===== config.mk =====
export PLATFORM = sky130hd
export DESIGN_NAME = uart_tx_sequencer
export DESIGN_NICKNAME = d
export VERILOG_FILES = /design/src/rtl/uart_tx_sequencer.sv
export SDC_FILE = /design/constraint.sdc
export NUM_CORES = 1
export LEC_CHECK = 0
export CAP_MARGIN = 20
export CORE_AREA = 4 4 63 65
export DETAILED_ROUTE_END_ITERATION = 7
export DIE_AREA = 0 0 67 69
export PLACE_DENSITY_LB_ADDON = 0.3
export RECOVER_POWER = 100
export SYNTH_ARGS = -nofsm -noshare
export SYNTH_HDL_FRONTEND = slang
export SYNTH_SLANG_ARGS = --single-unit
export TNS_END_PERCENT = 100

===== constraint.sdc =====
create_clock -name clock -period 3.7 [get_ports clock]
set_input_delay 0.74 -clock clock [delete_from_list [all_inputs] [get_ports clock]]
set_output_delay 0.74 -clock clock [all_outputs]
set_load 0.02 [all_outputs]

===== src/rtl/uart_tx_sequencer.sv =====
// Round-robin bus master that polls a memory-mapped UART status register and writes
// one byte per granted request. All outputs are registered and decoded from the next state.
module uart_tx_sequencer #(
    parameter logic [3:0]  ADDR_STATUS = 4'h0,
    parameter logic [3:0]  ADDR_TX     = 4'h1,
    parameter int unsigned TX_BUSY_BIT = 0,
    parameter int unsigned TIMEOUT     = 16
) (
    input  logic       clock,
    input  logic       reset,
    input  logic       req0_valid,
    input  logic [7:0] req0_data,
    output logic       req0_ready,
    input  logic       req1_valid,
    input  logic [7:0] req1_data,
    output logic       req1_ready,
    output logic       cs,
    output logic       rd,
    output logic       wr,
    output logic [3:0] addr,
    output logic [7:0] wr_data,
    input  logic [7:0] rd_data,
    output logic       busy,
    output logic       grant,
    output logic       timeout_err,
    output logic [2:0] state_dbg
);
    localparam logic [2:0] IDLE      = 3'd0;
    localparam logic [2:0] POLL_RD   = 3'd1;
    localparam logic [2:0] POLL_WAIT = 3'd2;
    localparam logic [2:0] CHECK     = 3'd3;
    localparam logic [2:0] WRITE     = 3'd4;
    localparam logic [2:0] DONE      = 3'd5;

    localparam int unsigned PW = (TIMEOUT > 0) ? $clog2(TIMEOUT + 1) : 1;
    localparam logic [PW:0] TO_L = TIMEOUT[PW:0];

    logic [2:0]    state_q, state_d;
    logic [7:0]    data_q, data_d;
    logic          grant_q, grant_d;
    logic          rr_q, rr_d;
    logic          err_q, err_d;
    logic [PW-1:0] cnt_q, cnt_d;
    logic [PW:0]   cnt_inc;
    logic          cs_q, rd_q, wr_q, ready0_q, ready1_q, busy_q, terr_q;
    logic [3:0]    addr_q, addr_d;
    logic [7:0]    wr_data_q, wr_data_d;
    logic          unused_rd;

    assign unused_rd = ^rd_data;
    assign cnt_inc   = {1'b0, cnt_q} + {{PW{1'b0}}, 1'b1};

    always_comb begin
        state_d = state_q;
        data_d  = data_q;
        grant_d = grant_q;
        rr_d    = rr_q;
        err_d   = err_q;
        cnt_d   = cnt_q;
        case (state_q)
            IDLE: begin
                if (req0_valid || req1_valid) begin
                    grant_d = (req0_valid && req1_valid) ? rr_q : req1_valid;
                    data_d  = grant_d ? req1_data : req0_data;
                    cnt_d   = '0;
                    err_d   = 1'b0;
                    state_d = POLL_RD;
                end
            end
            POLL_RD:   state_d = POLL_WAIT;
            POLL_WAIT: state_d = CHECK;
            CHECK: begin
                if (!rd_data[TX_BUSY_BIT]) begin
                    state_d = WRITE;
                end else begin
                    // Saturate rather than wrap so "poll forever" never aliases to zero.
                    cnt_d = cnt_inc[PW] ? cnt_q : cnt_inc[PW-1:0];
                    if (TIMEOUT != 0 && cnt_inc == TO_L) begin
                        err_d   = 1'b1;
                        state_d = DONE;
                    end else begin
                        state_d = POLL_RD;
                    end
                end
            end
            WRITE: state_d = DONE;
            DONE: begin
                rr_d    = ~grant_q;
                state_d = IDLE;
            end
            default: state_d = IDLE;
        endcase
    end

    always_comb begin
        addr_d    = addr_q;
        wr_data_d = wr_data_q;
        if (state_d == POLL_RD) addr_d = ADDR_STATUS;
        if (state_d == WRITE) begin
            addr_d    = ADDR_TX;
            wr_data_d = data_q;
        end
    end

    always_ff @(posedge clock or negedge reset) begin
        if (!reset) begin
            state_q   <= IDLE;
            data_q    <= 8'h00;
            grant_q   <= 1'b0;
            rr_q      <= 1'b0;
            err_q     <= 1'b0;
            cnt_q     <= '0;
            cs_q      <= 1'b1;
            rd_q      <= 1'b1;
            wr_q      <= 1'b1;
            addr_q    <= 4'h0;
            wr_data_q <= 8'h00;
            ready0_q  <= 1'b0;
            ready1_q  <= 1'b0;
            busy_q    <= 1'b0;
            terr_q    <= 1'b0;
        end else begin
            state_q   <= state_d;
            data_q    <= data_d;
            grant_q   <= grant_d;
            rr_q      <= rr_d;
            err_q     <= err_d;
            cnt_q     <= cnt_d;
            cs_q      <= !(state_d == POLL_RD || state_d == WRITE);
            rd_q      <= !(state_d == POLL_RD);
            wr_q      <= !(state_d == WRITE);
            addr_q    <= addr_d;
            wr_data_q <= wr_data_d;
            ready0_q  <= (state_d == DONE) && !grant_q;
            ready1_q  <= (state_d == DONE) && grant_q;
            busy_q    <= (state_d != IDLE);
            terr_q    <= (state_d == DONE) && err_d;
        end
    end

    assign req0_ready  = ready0_q;
    assign req1_ready  = ready1_q;
    assign cs          = cs_q;
    assign rd          = rd_q;
    assign wr          = wr_q;
    assign addr        = addr_q;
    assign wr_data     = wr_data_q;
    assign busy        = busy_q;
    assign grant       = grant_q;
    assign timeout_err = terr_q;
    assign state_dbg   = state_q;
endmodule


==> flow_metrics.tcl <==
set metrics [dict create \
    fin_crit_sh_pct 73.5 \
    syn-cell-area_mm2 0.00166 \
    crit_path_max_incr_delay_ns 0.92 \
    synth_top_area_share_pct 48.4 \
    synth_edf_count 0 \
    wl_met3_um 212 \
    min_path_cells 2 \
    failed_checks "max-capacitance violations, max-slew violations" \
    port-buffer-count 40 \
    ant_nets 0 \
    antenna_cells 0 \
    yosysSeqAreaShare_pct 53.1 \
    max_freq_ghz 0.368 \
    cts_buffer_depth 2 \
    initial_core_util_pct 49.6 \
    clkSinkCount 35 \
    dr.first_iter.drc_count 68 \
    cts_tree "yes" \
    synth.top_cells.by_area "dfrtp_1 (48%), mux2_4 (7.3%), mux2i_1 (6.0%), dfstp_2 (4.8%), o21ai_1 (3.9%)" \
    ir_worst_vdd_v 0.000312 \
    ctsHtreeMaxLevel 2 \
    post_cts.repair.setup_buffers 0 \
    highest_layer "met4" \
    grtUsageTotal_pct 15.6 \
    grt.overflow.total 0 \
    ys_ff_latch 35 \
    synth.mux.area_fraction_pct 13.3 \
    r2r_cells 3 \
    yosys_warnings 0 \
    wl_per_cell_um 13.6 \
    fin_crit_ns 2.72 \
    drtPass1Iterations 4 \
    grt_pass1_wl_um 5620 \
    fin_skew_ns 0.00998 \
    rows 21 \
    cp_cell_sequence "dlygate4sd3_1 -> o21ai_0 -> clkbuf_1 -> o21ai_0" \
    die_w_um 67 \
    timing.critical_path.mode_cell "o21ai_0" \
    status "finished, violations left" \
    n_fill_cell 290 \
    end_kind "flip-flop" \
    worst_pin_slew_ns 1.77 \
    core_area_mm2 0.00334 \
    hold_viol 0 \
    vias 1228 \
    antenna_found_initial 0 \
    leakagePower_uw 0.000969 \
    root_buffer "clkbuf_4" \
    power_density_mw_per_mm2 726 \
    slew_viol_final 36 \
    rsz0062_at_grt "false" \
    critPathSlowestCell "o21ai_0" \
    arrival_ns 2.92 \
    crit_type "in2reg" \
    hold_buffers 0 \
    viasPerCell 5.32 \
    synthCells 143 \
    layout-drive-gt1-share_pct 8.11 \
    synth.avg_cell_area_um2 11.6 \
    grt_max_degree 36 \
    cts_resized 0 \
    crit_family "compound AO/OA/AOI/OAI gates" \
    worstPathMaxFanout 13 \
    yosys.area_share.adder_pct 0.756 \
    crit_cells 4 \
    wl_um 3150 \
    areaGrowthSynthToFinish_pct 25.7 \
    cp.required_ns 3.90 \
    finalSetupTns_ns 0 \
    synth-xor-area-share_pct 0.529 \
    slew_headroom_pct -17.8 \
    synth_common_cells "dfrtp_1 (32), nand2_1 (16), o21ai_1 (13)" \
    yosysUniqueCellTypes 42 \
    clk_pin_slew_ns 0.11 \
    synth_largest_area_cell "dfrtp_1" \
    synth_compound_area_share_pct 12.3 \
    dp_hpwl_um 2400 \
    path_buf_inv 2 \
    synth_top_family_by_area "simple AND/OR/NAND/NOR gates" \
    clk_latency_ns 0.33 \
    cts_buffers 5 \
    cp-start-kind "primary input" \
    pin_count 51 \
    finalSetupViolations 0 \
    routabilityCongestion 0.830 \
    grt_pass1_vias 1271 \
    die_y_um 69 \
    yosysMostFrequentCell "dfrtp_1" \
    whs_ns 0.489 \
    drc 0 \
    async_flop_share_pct 100 \
    met2_length_um 1700 \
    num-nets-final 213 \
    m1WireLength_um 1200 \
    r2r_setup_slack_ns 1.70 \
    die-area_mm2 0.00462 \
    synthSimpleGateAreaFrac_pct 13.9 \
    hp-class "reg2reg" \
    synth_top_flop_cell "dfrtp_1" \
    max-cap-violations 1 \
]
[where the power goes]
part	leakage [uW]	switching (uW)	internal, uW
logic	0.000485	319	269
clock network	0.0000452	129	142
registers	0.000440	118	533
total	0.000969	566	945
[layout by cell type (no fill, tap or decap), drive strengths merged, types with 3 or more instances in the layout]
cell type,n
clkdlybuf4s50,17
nor3,3
dfrtp,32
clkbuf,7
dlygate4sd3,23
nand2,16
mux2,8
nand3,5
a21oi,6
inv,4
dfstp,3
nor2,6
o21ai,16
mux2i,10
conb,3
[sequential cells by signal, summed over array words and instances, names as in the netlist]
register and cells:
addr 1, busy 1, cnt_q 5, cs 1, data_q 8, err_q 1
grant 1, rd 1, req0_ready 1, req1_ready 1, rr_q 1, state_dbg 3
timeout_err 1, wr 1, wr_data 8
[final timing paths]
path,start,endpoint
min in group asynchronous,reset,state_dbg[1]$_DFF_PN0_
hold reg to reg,data_q[6]$_DFFE_PN0P_,data_q[6]$_DFFE_PN0P_
setup reg to reg,state_dbg[2]$_DFF_PN0_,wr_data[2]$_DFFE_PN0N_
hold / removal,data_q[6]$_DFFE_PN0P_,data_q[6]$_DFFE_PN0P_
max in group asynchronous,reset,cnt_q[0]$_DFFE_PN0P_
setup / recovery,req1_valid,data_q[1]$_DFFE_PN0P_
[layout make-up]
| class | count | area, um2 | share of cell area, % |
|---|---|---|---|
| Clock buffer | 5 | 37.5 | 1.80 |
| Clock inverter | 3 | 43.8 | 2.10 |
| Inverter | 4 | 15.0 | 0.722 |
| Multi-Input combinational cell | 96 | 639 | 30.7 |
| Sequential cell | 35 | 880 | 42.3 |
| Tap cell | 46 | 57.6 | 2.77 |
| Timing Repair Buffer | 42 | 408 | 19.6 |
[cell families after synthesis]
logic type | Yosys count
AO/OA/AOI/OAI | 32
XOR/XNOR | 1
AND/OR/NAND/NOR | 41
other | 1
adder cells (fa/ha/maj) | 1
buffers and inverters | 14
flip-flops | 35
multiplexers | 18
[layer usage]
metal  up-vias  track usage, %
li1        581               -
met1       595            18.2
met2        48            27.0
met3         4            4.06
met4         0            5.41
met5         -               0
[worst register-to-register path, stage by stage (launching register included)]
cell,delay [ns]
dfrtp_1,0.53
and3b_4,0.38
and2_0,0.59
mux2_1,0.39
[metrics by stage]
stage               total power [uW]  worst slack, ns  cell area [um2]  util (%)  cells
floorplan                       1130             2.18             1660         -    145
detailed placement              1370             1.22             2050      61.6    223
CTS                             1650             1.34             2140      64.0    231
finish                          1510            0.981             2080      62.4    231
global route                    1630            0.790             2080      62.4    231
global placement                1340             1.25             2050      61.6    223
(Power assumes the default switching activity.)
